## src/rtl/serial_subtractor.sv

```systemverilog
// ---------------------------------------------------------------------------
// serial_subtractor
//
// Bit-serial two's-complement subtractor: diff = a - b, one bit per clock,
// LSB first. A single full-adder cell sums a[i], ~b[i] and a registered carry
// that is preset to 1, so the datapath computes a + ~b + 1.
//
// Handshake:
//   - start is sampled on a rising edge while the block is IDLE or DONE.
//     That edge latches a and b.
//   - busy is high for the WIDTH cycles in which bits are processed.
//   - done pulses for one cycle once diff/borrow/ovf hold the new result.
//   - With start held high, a new operation begins every WIDTH+1 cycles.
//
// Result outputs change only on the transition into DONE. During RUN they
// keep showing the previous result.
// ---------------------------------------------------------------------------
module serial_subtractor #(
  parameter int WIDTH = 8
) (
  input  logic             clk,
  input  logic             reset,
  input  logic             start,
  input  logic [WIDTH-1:0] a,
  input  logic [WIDTH-1:0] b,
  output logic             busy,
  output logic             done,
  output logic [WIDTH-1:0] diff,
  output logic             borrow,
  output logic             ovf
);

  // -------------------------------------------------------------------------
  // Local types and constants
  // -------------------------------------------------------------------------
  typedef enum logic [1:0] {
    ST_IDLE = 2'd0,
    ST_RUN  = 2'd1,
    ST_DONE = 2'd2
  } state_t;

  // The counter only needs to reach WIDTH-1 (index of the MSB being processed).
  localparam int                CNT_W    = $clog2(WIDTH);
  localparam logic [CNT_W-1:0]  CNT_LAST = CNT_W'(WIDTH - 1);

  // -------------------------------------------------------------------------
  // State and datapath registers
  // -------------------------------------------------------------------------
  state_t             r_state;
  state_t             w_state_next;

  logic [WIDTH-1:0]   r_a_sh;     // minuend, shifted right one bit per RUN edge
  logic [WIDTH-1:0]   r_b_sh;     // subtrahend, shifted right one bit per RUN edge
  logic               r_carry;    // carry into the bit currently being processed
  logic [CNT_W-1:0]   r_cnt;      // index of the bit currently being processed
  logic [WIDTH-2:0]   r_res;      // difference bits collected so far, newest at top

  // -------------------------------------------------------------------------
  // Combinational datapath signals
  // -------------------------------------------------------------------------
  logic               w_accept;   // this edge latches a new operation
  logic               w_running;  // this edge processes one operand bit
  logic               w_last;     // this edge processes bit WIDTH-1
  logic               w_a_bit;    // current minuend bit
  logic               w_nb_bit;   // current inverted subtrahend bit
  logic               w_sum;      // full-adder sum for the current bit
  logic               w_cout;     // full-adder carry-out for the current bit
  logic [WIDTH-1:0]   w_res_cat;  // new sum bit joined with the collected bits

  // Start is honoured only when no subtraction is in flight.
  assign w_accept  = start && (r_state != ST_RUN);
  assign w_running = (r_state == ST_RUN);
  assign w_last    = w_running && (r_cnt == CNT_LAST);

  // One full-adder cell computing a + ~b + carry.
  assign w_a_bit   = r_a_sh[0];
  assign w_nb_bit  = ~r_b_sh[0];
  assign w_sum     = w_a_bit ^ w_nb_bit ^ r_carry;
  assign w_cout    = (w_a_bit & w_nb_bit) | (w_a_bit & r_carry) | (w_nb_bit & r_carry);

  // When the MSB sum is placed on top of the WIDTH-1 collected bits, the
  // result is complete. Bit 0 of the concatenation is the LSB of the
  // difference.
  assign w_res_cat = {w_sum, r_res};

  // -------------------------------------------------------------------------
  // FSM: state register
  // -------------------------------------------------------------------------
  // Hold the control state; the asynchronous reset returns to IDLE from anywhere.
  always_ff @(posedge clk or posedge reset) begin
    if (reset) begin
      r_state <= ST_IDLE;
    end else begin
      // NOTE: clocked state uses non-blocking assignments so that every
      // register samples pre-edge values, regardless of block ordering.
      r_state <= w_state_next;
    end
  end

  // -------------------------------------------------------------------------
  // FSM: next-state logic
  // -------------------------------------------------------------------------
  // Decide where the handshake goes on the next edge.
  always_comb begin
    // NOTE: a default assignment first keeps every path assigned, so no latch
    // is inferred when a case branch leaves the state unchanged.
    w_state_next = r_state;
    case (r_state)
      ST_IDLE: begin
        if (start) begin
          w_state_next = ST_RUN;
        end
      end
      ST_RUN: begin
        if (w_last) begin
          w_state_next = ST_DONE;
        end
      end
      ST_DONE: begin
        // Back-to-back start skips IDLE so a held start repeats every WIDTH+1 cycles.
        if (start) begin
          w_state_next = ST_RUN;
        end else begin
          w_state_next = ST_IDLE;
        end
      end
      default: begin
        w_state_next = ST_IDLE;
      end
    endcase
  end

  // -------------------------------------------------------------------------
  // FSM: output decode
  // -------------------------------------------------------------------------
  // Derive busy/done directly from the state so they are glitch-free registers' decodes.
  always_comb begin
    busy = 1'b0;
    done = 1'b0;
    case (r_state)
      ST_RUN:  busy = 1'b1;
      ST_DONE: done = 1'b1;
      default: begin
        busy = 1'b0;
        done = 1'b0;
      end
    endcase
  end

  // -------------------------------------------------------------------------
  // Serial datapath
  // -------------------------------------------------------------------------
  // Latch operands on accept, then process one bit per edge while running.
  always_ff @(posedge clk or posedge reset) begin
    if (reset) begin
      r_a_sh  <= '0;
      r_b_sh  <= '0;
      r_carry <= 1'b0;
      r_cnt   <= '0;
      r_res   <= '0;
    end else if (w_accept) begin
      r_a_sh  <= a;
      r_b_sh  <= b;
      // Carry-in of 1 completes the two's-complement negation of b.
      r_carry <= 1'b1;
      r_cnt   <= '0;
      r_res   <= '0;
    end else if (w_running) begin
      r_a_sh  <= r_a_sh >> 1;
      r_b_sh  <= r_b_sh >> 1;
      r_carry <= w_cout;
      r_cnt   <= r_cnt + CNT_W'(1);
      r_res   <= w_res_cat[WIDTH-1:1];
    end
  end

  // -------------------------------------------------------------------------
  // Result registers
  // -------------------------------------------------------------------------
  // Publish diff and flags only on the edge that finishes the MSB.
  always_ff @(posedge clk or posedge reset) begin
    if (reset) begin
      diff   <= '0;
      borrow <= 1'b0;
      ovf    <= 1'b0;
    end else if (w_last) begin
      diff   <= w_res_cat;
      // Carry-out of a + ~b + 1 is the inverse of the unsigned borrow.
      borrow <= ~w_cout;
      // r_carry is the carry into the MSB on this edge; signed overflow is
      // the disagreement between carry-in and carry-out of the sign bit.
      ovf    <= r_carry ^ w_cout;
    end
  end

endmodule
```

## config.mk

```make
export PLATFORM = sky130hd
export DESIGN_NAME = serial_subtractor
export DESIGN_NICKNAME = d
export VERILOG_FILES = /design/src/rtl/serial_subtractor.sv
export SDC_FILE = /design/constraint.sdc
export NUM_CORES = 1
export LEC_CHECK = 0
export BUFFER_PORTS_ARGS = -buffer_cell sky130_fd_sc_hd__buf_2
export CELL_PAD_IN_SITES_DETAIL_PLACEMENT = 0
export CELL_PAD_IN_SITES_GLOBAL_PLACEMENT = 1
export CORE_MARGIN = 1.5
export CORE_UTILIZATION = 45
export DETAILED_ROUTE_END_ITERATION = 8
export HOLD_SLACK_MARGIN = 0.03
export PLACE_DENSITY_LB_ADDON = 0.1
export SYNTH_ARGS = -nofsm -noshare
export SYNTH_HDL_FRONTEND = slang
export SYNTH_SLANG_ARGS = --single-unit
```

## constraint.sdc

```tcl
create_clock -name clk -period 2 [get_ports clk]
set_input_delay 0.1 -clock clk [delete_from_list [all_inputs] [get_ports clk]]
set_output_delay 0.1 -clock clk [all_outputs]
set_load 0.1 [all_outputs]
```

==> results of run 1 <==
## tightest hold or removal path, cell delays in order
cell     delay (ns)
buf_2          0.07
mux2i_1        0.05
nor2_1         0.08
## placed cells by master (no fill, tap or decap)
cell	Yosys	layout
o21ai_0	1	1
dfrtp_1	39	39
xor2_1	1	1
buf_2	2	29
nor2_1	3	3
fa_1	1	1
nor2b_1	7	7
clkbuf_8	0	5
mux2i_1	4	4
mux2_4	12	12
o22ai_1	1	1
clkbuf_1	0	1
and2b_1	3	3
inv_1	6	6
nand2b_1	2	2
ha_1	2	2
dlygate4sd3_1	0	1
buf_12	0	1
nand3b_1	2	2
buf_4	1	5
mux2_2	34	34
## worst min path at each step
stage	slack (ns)	end
after floorplan	0.26	r_a_sh[7]
after global placement	0.24	r_res[2]
after detailed placement	0.25	r_res[2]
after CTS	0.06	r_a_sh[7]
after global routing	0.09	r_b_sh[7]
final	0.07	r_a_sh[7]
## power breakdown
group / total, mW / internal (mW) / leakage, nW / switching [mW]
sequential: 1.33 / 1.13 / 0.497 / 0.203
combinational: 1.87 / 0.740 / 0.555 / 1.13
clock: 0.474 / 0.232 / 0.0371 / 0.242
## routing by layer
metal / track usage (%) / wire length, µm / part of all wire, %
met1: 22.3 / 1510 / 50
met4: 4.59 / 40 / 1.3
met5: 0 / 0 / 0
met3: 5.57 / 117 / 3.9
met2: 23.0 / 1350 / 45
## kinds of logic after synthesis
| kind of cell | after synthesis | share of synthesized area [%] |
|---|---|---|
| AOI/OAI and AO/OA | 2 | 0.613 |
| xor gates and xnor gates | 1 | 0.477 |
| adders and majority gates | 3 | 2.45 |
| buffers and inverters | 13 | 4.83 |
| DFF | 39 | 53.1 |
| muxes | 50 | 32.8 |
| and+or+nand+nor | 17 | 5.72 |
## through the flow
stage	setup slack, ns	instances
3_3_place_gp	0.492	203
4_1_cts	0.366	210
6_report	0.379	210
3_5_place_dp	0.469	203
2_1_floorplan	0.156	125
5_1_grt	0.284	210
## layout make-up
cell class	instances	area, µm²	area share, %
clock buffer	6	72.6	3.42
inverter	6	22.5	1.06
multi-input combinational	73	773	36.5
sequential	39	976	46.0
tap	50	62.6	2.95
timing repair buffer	36	213	10.0
## registers in the layout, summed over array words and instances, names as in the netlist
signal / flops
borrow: 1
diff: 8
ovf: 1
r_a_sh: 8
r_b_sh: 8
r_carry: 1
r_cnt: 3
r_res: 7
r_state: 2
==> metrics.md, run 1 <==
| Metric | Value |
|---|---|
| Slew HR | `between 60% and 70%` |
| Vias | `around 1000` |
| Final max-slew violation count | `0` |
| Mean Syn Cell Area | `14.7 µm²` |
| Area contributors post-synth | `dfrtp_1 53%, mux2_2 21%, mux2_4 9.8%` |
| Top Ports | `31` |
| CP endpoint kind | `output pin` |
| YS warnings | `0` |
| WP buf/inv | `3` |
| Layout cells sized above 1 | `between 50% and 60%` |
| CTS tree | `done` |
| Die Y | `~67 µm` |
| Synth Cell Area | `approximately 1800 µm²` |
| RSZ-0062 raised after global routing | `no` |
| Post-CTS setup buffer count | `0` |
| Least-Margin Pin Slew | `0.548 ns` |
| GRT Total Usage | `approximately 16%` |
| Core area | `between 3000 and 4000 µm²` |
| Worst r2r path cells | `5` |
| Hold Path Origin | `a[7]` |
| Drt wl/cell | `about 14 µm` |
| Clk Latency, worst-skew pair | `between 0.2 and 0.3 ns` |
| CP max stage delay | `0.43 ns` |
| Dominant synthesized flop cell | `dfrtp_1` |
| Final Hold Viols | `0` |
| Hold Path Stages | `3` |
| Worst EP required | `roughly 1.9 ns` |
| Share of the synthesized area in the top cell type | `a little over half` |
| PortBufs | `30` |
| Cts hold-fix bufs | `1` |
| Reg2reg end | `diff[3]` |
| Crit Path Class | `register to output pin` |
| Pleak | `1.09 nW` |
| Drt drc | `0` |
| Pwr dens | `about 1700 nW/µm²` |
| Filler instances | `between 300 and 400` |
| Outcome | `completed` |
| R2R Path Start | `r_cnt[0]` |
| Count leader, synth | `dfrtp_1` |
| FMAX | `617 MHz` |
| Num CTS Buffers | `5` |
| Via density | `4.87` |
| Htree depth | `2` |
| Number of synthesized register bits | `39` |
| Peak supply drop | `~0.84 mV` |
| Crit path cell chain | `nand2b_1, buf_4, inv_1, buf_12` |
| Die X-Extent | `~67 µm` |
| CP max-delay cell | `dfrtp_1` |
| Ys async rst share | `100%` |
| N_diodes | `0` |
| Number of cell rows | `23` |
| DP HPWL | `2.05 mm` |
| Hold WC Path Type | `primary input to register` |
| Largest net degree at the start of global routing | `40` |
| Setup-failing EPs final | `0` |
| Tcrit/Tclk final | `81.1%` |
| Final Core Density | `between 50% and 60%` |
| Fin nets | `183` |
| Yosys top cell by area | `dfrtp_1` |
| Register area share after synthesis | `a little over half` |
| Max-cap violations | `0` |
| Startpoint Class | `register` |
| Stages on worst setup path | `4` |
| Setup TNS | `0 ns` |
| Post-cts resize count | `0` |
| Total iterations of the first detailed-routing run | `2` |
| Root buf cell | `clkbuf_8` |
| Die Area | `4480 µm²` |
| Worst hold slack | `between 0.06 and 0.07 ns` |
| Total power | `approximately 3.7 mW` |
| Family with the most delay on the worst path | `buffers and inverters` |
| R2R setup slack | `around 0.47 ns` |
| Max clock buf depth | `2` |
| Clock skew | `approximately 0.0041 ns` |
| Tmin final | `approximately 1.6 ns` |
| Critical path capture point | `busy` |
| Crit path DAT | `between 1.5 and 2 ns` |
| EDFF count, synth | `0` |
| Cells after synthesis | `around 130` |
| Final Cell Area | `2120 µm²` |
| Gpl congestion | `0.632` |
| GRT Residual Overflow | `0` |
| Post-synthesis cell type count | `19` |
| Iteration-0 DRC count of the detailed router | `44` |
| Syn nets | `~150` |
| Reg clk slew, reported paths | `~0.07 ns` |
| Drt total wl | `between 3 and 4 mm` |
| Post-synth top cells | `39 x dfrtp_1, 34 x mux2_2, 12 x mux2_4, 7 x nor2b_1, 6 x inv_1` |
| Initial antenna violation count | `0` |
| Vias in the first global route | `about 1100` |
| Initial core utilization | `a little under half` |
| Final ANT Viol Nets | `0` |
| CP Max Fanout | `19` |
| Post-DP Area | `roughly 2000 µm²` |
| TritonCTS Sinks | `39` |
| First-pass GRT wire length | `5.18 mm` |
| Area grow syn2layout | `15.3%` |
| Crit path from | `r_state[0]` |
Note: power is estimated with default switching activity, not from simulation.
==> run 2: changes to the inputs <==
- ABC_AREA: default -> 1
- CORE_UTILIZATION: 45 -> 41
- clock period: 2 -> 1.6 ns (I/O delays scaled with it)
==> metrics.md, run 2 <==
| Metric | Value |
|---|---|
| Drt drc | `0 (unchanged)` |
| GRT Residual Overflow | `0 (unchanged)` |
| DP HPWL | `2.12 mm (+3.8%)` |
| Largest net degree at the start of global routing | `40 (unchanged)` |
| Final ANT Viol Nets | `0 (unchanged)` |
| Drt wl/cell | `11.5 µm (-20%)` |
| GRT Total Usage | `17.3% (+1.5 points)` |
| CTS tree | `done` |
| Hold WC Path Type | `primary input to register` |
| Pwr dens | `2200 nW/µm² (+27%)` |
| Via density | `4.84 (-0.62%)` |
| Count leader, synth | `nand2_1` |
| Initial antenna violation count | `0 (unchanged)` |
| Clk Latency, worst-skew pair | `0.29 ns (about the same)` |
| Gpl congestion | `0.687 (+8.8%)` |
| Final Hold Viols | `0 (unchanged)` |
| Max-cap violations | `0 (unchanged)` |
| Number of cell rows | `23 (unchanged)` |
| FMAX | `around 740 MHz` |
| Cells after synthesis | `194 (+55%)` |
| Crit path cell chain | `ha_1, ha_1, inv_1, nor2_2, nand2_1, nand2_1` |
| Mean Syn Cell Area | `9.04 µm² (-39%)` |
| Htree depth | `2 (unchanged)` |
| Family with the most delay on the worst path | `simple AND/OR/NAND/NOR gates` |
| Total iterations of the first detailed-routing run | `4 (+2)` |
| Crit Path Class | `register to register` |
| Tcrit/Tclk final | `a little over four fifths` |
| Dominant synthesized flop cell | `dfrtp_1` |
| PortBufs | `30 (unchanged)` |
| Root buf cell | `clkbuf_8` |
| Reg clk slew, reported paths | `0.07 ns (about the same)` |
| Commonest non-fill, non-tap cell in the layout | `nand2_1` |
| Post-DP Area | `1900 µm² (-6.6%)` |
| Number of synthesized register bits | `39 (unchanged)` |
| Vias in the first global route | `1349 (+26%)` |
| Post-CTS setup buffer count | `0 (unchanged)` |
| EDFF count, synth | `0 (unchanged)` |
| First-pass GRT wire length | `5.80 mm (+12%)` |
| Slew HR | `67.6% (+4.1 points)` |
| Top Registers | `diff (8), r_a_sh (8), r_b_sh (8)` |
| Setup TNS | `0 ns (unchanged)` |
| Most frequent cells in the layout | `61 x nand2_1, 53 x nand3_1, 39 x dfrtp_1` |
| Area contributors post-synth | `dfrtp_1 56%, nand3_1 15%, nand2_1 13%` |
| Die Y | `68.4 µm (+2.2%)` |
| Core area | `4060 µm² (+2.2%)` |
| Crit path DAT | `1.58 ns (+0.06 ns)` |
| Hold Path End | `r_a_sh[3]` |
| Peak supply drop | `0.647 mV (-23%)` |
| Post-synth top cells | `61 x nand2_1, 53 x nand3_1, 39 x dfrtp_1, 10 x inv_1, 6 x buf_6` |
| CP max-delay cell | `dfrtp_1` |
| Worst r2r path cells | `6 (+1)` |
| Final max-slew violation count | `0 (unchanged)` |
| Register area share after synthesis | `55.7% (+2.6 points)` |
| Layout cells sized above 1 | `20.6% (-33 points)` |
| Crit path from | `r_cnt[0]` |
| Fin nets | `254 (+39%)` |
| N_diodes | `0 (unchanged)` |
| Tmin final | `around 1.4 ns` |
| Initial core utilization | `43.2% (-3.1 points)` |
| WP buf/inv | `1 (-2)` |
| R2R Path Start | `r_cnt[0]` |
| Placed insts | `266 (+31%)` |
| Worst Slack Setup Final | `0.245 ns (-0.134 ns)` |
| Vias | `1370 (+34%)` |
| R2R setup slack | `0.25 ns (-0.22 ns)` |
| Synth Cell Area | `1750 µm² (-4.6%)` |
| Clock skew | `0.00500 ns (+0.000870 ns)` |
| Worst EP required | `1.83 ns (-0.07 ns)` |
| Max clock buf depth | `2 (unchanged)` |
| Syn nets | `216 (+47%)` |
| Setup-failing EPs final | `0 (unchanged)` |
| Iteration-0 DRC count of the detailed router | `39 (-11%)` |
| TritonCTS Sinks | `39 (unchanged)` |
| Reg2reg end | `diff[0]` |
| Num CTS Buffers | `5 (unchanged)` |
| Final Cell Area | `2080 µm² (-2.0%)` |
| Least-Margin Pin Slew | `0.486 ns (-0.0613 ns)` |
| Yosys top cell by area | `dfrtp_1` |
| Ys async rst share | `100% (unchanged)` |
| Die X-Extent | `68.4 µm (+2.2%)` |
| Hold Path Stages | `3 (unchanged)` |
| CP endpoint kind | `register` |
| Finished Layout Cells | `283 (+35%)` |
| Hold Path Origin | `a[3]` |
| Pleak | `1.08 nW (-0.69%)` |
| CP Max Fanout | `11 (-8)` |
| Share of the synthesized area in the top cell type | `55.7% (+2.6 points)` |
| Die Area | `4680 µm² (+4.5%)` |
| Startpoint Class | `register` |
| RSZ-0062 raised after global routing | `no` |
| Drt total wl | `3.25 mm (+7.7%)` |
| Outcome | `completed` |
| YS warnings | `0 (unchanged)` |
| Post-synthesis cell type count | `17 (-2)` |
| Area grow syn2layout | `18.5%` |
| Pre-CTS WS | `0.0794 ns (-0.390 ns)` |
| Top Ports | `31 (unchanged)` |
| CP max stage delay | `0.38 ns (-0.05 ns)` |
==> run 2: metrics by stage <==
step / power, mW / utilization [%] / hold slack, ns
5_1_grt: 4.94 / 51.2 / 0.0413
2_1_floorplan: 3.63 / - / 0.225
6_report: 4.58 / 51.2 / 0.0421
3_3_place_gp: 3.93 / 46.9 / 0.213
3_5_place_dp: 3.97 / 46.9 / 0.227
4_1_cts: 4.64 / 51.1 / 0.0302
==> run 2: cells by family after synthesis <==
group,after synthesis,share of synthesized area (%)
AND/OR/NAND/NOR,120,30.5
flip-flops,39,55.7
AO/OA/AOI/OAI,8,2.36
buffers and inverters,24,8.85
adder cells (fa/ha/maj),3,2.57
==> run 2: layout make-up <==
type	instances	area, µm²
Timing Repair Buffer	43	285
Tap cell	50	62.6
Clock inverter	1	5.00
Inverter	12	45.0
Multi-Input combinational cell	131	627
Clock buffer	7	76.3
Fill cell	399	1980
Sequential cell	39	976
==> run 2: worst register-to-register path: stages, from the launching register on <==
cell and delay (ns):
dfrtp_1 0.38, ha_1 0.16, ha_1 0.20, inv_1 0.07, nor2_2 0.32, nand2_1 0.10, nand2_1 0.07
==> run 2: worst max-delay path by stage <==
stage                          to  depth (start not counted)
after global routing      diff[0]                          6
after detailed placement  diff[0]                          6
after CTS                 diff[0]                          6
final                     diff[0]                          6
after global placement    diff[3]                          6
after floorplan              done                          2
==> run 2: what timing repair did <==
action | in CTS | in global routing
setup endpoints to repair | 0 | 11
hold endpoints to repair | 47 | 0
hold buffers | 9 | 0
gates resized for setup | 0 | 1
==> run 2: power by group <==
part,switching [mW],internal [mW]
registers,0.242,1.41
logic,1.73,0.566
clock network,0.320,0.306
==> run 2: routing by layer <==
metal / vias to the layer above / wire, µm / share of wire (%) / global-route usage (%)
met1: 635 / 1590 / 49 / 20.9
met4: 0 / 61 / 1.9 / 7.50
met2: 29 / 1450 / 45 / 27.6
met3: 5 / 153 / 4.7 / 6.41
met5: - / 0 / 0 / 0
li1: 701 / - / - / -
==> run 3: changes to the inputs <==
- clock period: 1.6 -> 1.4 ns (I/O delays scaled with it)
==> metrics.md, run 3 (same netlist as run 2, synthesis figures left out) <==
| Metric | Value |
|---|---|
| Die Area | `4680 µm² (unchanged)` |
| Num CTS Buffers | `5 (unchanged)` |
| Gpl congestion | `0.688 (about the same)` |
| Most frequent CP cell | `buf_12` |
| Peak supply drop | `0.854 mV (+32%)` |
| Vias in the first global route | `1409 (+4.4%)` |
| CP max-delay cell | `dfrtp_1` |
| Post-DP Area | `1940 µm² (+1.7%)` |
| Largest net degree at the start of global routing | `47 (+18%)` |
| Hold WC Path Type | `primary input to register` |
| FMAX | `around 750 MHz` |
| Critical path capture point | `busy` |
| Top Ports | `31 (unchanged)` |
| Drt wl/cell | `11.9 µm (+3.3%)` |
| Crit path cell chain | `inv_1, nor2_4, buf_12, buf_12` |
| Comb pwr share | `52.8% (+2.5 points)` |
| Final ANT Viol Nets | `0 (unchanged)` |
| Final Cell Area | `2190 µm² (+5.3%)` |
| Initial antenna violation count | `0 (unchanged)` |
| Tmin final | `~1.3 ns` |
| CTS tree | `done` |
| Via density | `4.87 (+0.65%)` |
| Most frequent cells in the layout | `61 x nand2_1, 53 x nand3_1, 39 x dfrtp_1` |
| Final Hold Viols | `0 (unchanged)` |
| Net Sw Frac | `49.1% (-1.1 points)` |
| CP Max Fanout | `4 (-7)` |
| First-pass GRT wire length | `5.98 mm (+3.1%)` |
| Least-Margin Pin Slew | `0.488 ns (+0.00156 ns)` |
| Startpoint Class | `register` |
| Clock skew | `0.00662 ns (+0.00162 ns)` |
| Worst r2r path cells | `6 (unchanged)` |
| Final Core Density | `53.9% (+2.7 points)` |
| Family with the most delay on the worst path | `flip-flops` |
| Slew HR | `67.5% (-0.10 points)` |
| Tcrit/Tclk final | `between 90 and 100%` |
| DP HPWL | `2.09 mm (-1.8%)` |
| Top Registers | `diff (8), r_a_sh (8), r_b_sh (8)` |
| Psw | `2.69 mW (+17%)` |
| Die Y | `68.4 µm (unchanged)` |
| Drt drc | `0 (unchanged)` |
| Worst hold slack | `0.0347 ns (-0.00744 ns)` |
| Pwr dens | `2510 nW/µm² (+14%)` |
| Crit Path Class | `register to output pin` |
| Sequential Power Share | `34.2% (-1.8 points)` |
| N_diodes | `0 (unchanged)` |
| Pleak | `1.14 nW (+5.1%)` |
| Stages on worst setup path | `4 (-2)` |
| Crit path DAT | `1.26 ns (-0.32 ns)` |
| Reg clk slew, reported paths | `0.07 ns (about the same)` |
| Clock share of power | `13.0% (-0.7 points)` |
| Worst EP required | `1.33 ns (-0.50 ns)` |
| Setup TNS | `0 ns (unchanged)` |
| Reg2reg end | `diff[0]` |
| GRT Residual Overflow | `0 (unchanged)` |
| Fin nets | `261 (+2.8%)` |
| Setup-failing EPs final | `0 (unchanged)` |
| CP max stage delay | `0.42 ns (+0.04 ns)` |
| Initial core utilization | `43.2% (unchanged)` |
| Commonest non-fill, non-tap cell in the layout | `nand2_1` |
| Max clock buf depth | `2 (unchanged)` |
| Final max-slew violation count | `0 (unchanged)` |
| Vias | `1413 (+3.1%)` |
| Number of cell rows | `23 (unchanged)` |
| Total iterations of the first detailed-routing run | `4 (unchanged)` |
| Core area | `4060 µm² (unchanged)` |
| Iteration-0 DRC count of the detailed router | `71 (+82%)` |
| Layout cells sized above 1 | `22.1% (+1.5 points)` |
| PortBufs | `30 (unchanged)` |
| Pint | `2.80 mW (+23%)` |
| Total power | `5.49 mW (+20%)` |
| GRT Total Usage | `17.6% (+0.33 points)` |
| Root buf cell | `clkbuf_8` |
| Die X-Extent | `68.4 µm (unchanged)` |
| WP buf/inv | `3 (+2)` |
| R2R Path Start | `r_cnt[0]` |
| Area grow syn2layout | `24.8%` |
| Htree depth | `2 (unchanged)` |
| Max-cap violations | `0 (unchanged)` |
| CP endpoint kind | `output pin` |
| TritonCTS Sinks | `39 (unchanged)` |
| R2R setup slack | `0.13 ns (-0.12 ns)` |
| Crit path from | `r_state[0]` |
| Clk Latency, worst-skew pair | `0.29 ns (about the same)` |
| Drt total wl | `3.44 mm (+5.8%)` |
| Outcome | `completed` |
==> run 3: changes by cell type in the layout (fill, tap and decap cells not counted) <==
cell | previous run | this run
nor2_2 | 2 | 1
buf_4 | 4 | 6
dlygate4sd3_1 | 9 | 11
buf_12 | 1 | 3
clkbuf_16 | 0 | 1
nand2_4 | 0 | 1
nand2_2 | 2 | 1
nor2_4 | 1 | 2
==> run 3: cell type report <==
cell class                 instances  area (µm²)
fill                             386        1870
multi-input combinational        131         637
clock inverter                     1        5.00
inverter                          12        45.0
timing repair buffer              50         385
clock buffer                       7        76.3
tap                               50        62.6
sequential                        39         976
==> run 3: through the flow <==
stage | std cells | worst slack [ns]
floorplan | 194 | 0.114
global placement | 267 | -0.0105
detailed placement | 267 | -0.143
CTS | 286 | 0.0314
global route | 290 | -0.00348
finish | 290 | 0.0749
==> run 3: how the worst min path moves through the flow <==
| stage | start | endpoint | slack (ns) | depth (start not counted) |
|---|---|---|---|---|
| finish | a[1] | r_a_sh[1] | 0.03 | 3 |
| floorplan | a[7] | r_a_sh[7] | 0.22 | 2 |
| CTS | a[1] | r_a_sh[1] | 0.03 | 3 |
| global placement | reset | r_a_sh[7] | 0.20 | 3 |
| detailed placement | reset | r_res[2] | 0.21 | 3 |
| global route | a[6] | r_a_sh[6] | 0.03 | 3 |
==> run 3: tightest hold or removal path, delay by kind of cell <==
kind	cells	cell delay (ns)
buf+inv	1	0.07
simple gates	2	0.13
==> run 3: repair_timing <==
action / 4_1_cts / 5_1_grt
endpoints found under the setup margin: 11 / 11
hold buffers: 11 / 0
endpoints found under the hold margin: 49 / 0
resized for setup: 1 / 2
pin swaps: 0 / 1
gates cloned: 0 / 1
setup buffers: 0 / 3
==> run 3: power groups by stage <==
| stage | Clock, mW | Sequential [mW] | Combinational, mW |
|---|---|---|---|
| 2_1_floorplan | 0 | 2.84 | 1.30 |
| 3_3_place_gp | 0 | 1.88 | 2.67 |
| 3_5_place_dp | 0 | 1.90 | 2.71 |
| 4_1_cts | 0.745 | 1.88 | 2.74 |
| 5_1_grt | 0.804 | 1.94 | 3.18 |
| 6_report | 0.715 | 1.88 | 2.90 |
==> run 3: metal layers <==
| layer | GRT usage, % | vias to the layer above | routed length (µm) |
|---|---|---|---|
| met2 | 30.0 | 30 | 1540 |
| met1 | 20.1 | 664 | 1700 |
| met4 | 6.00 | 0 | 25 |
| li1 | - | 717 | - |
| met3 | 6.74 | 2 | 169 |
| met5 | 0 | - | 0 |
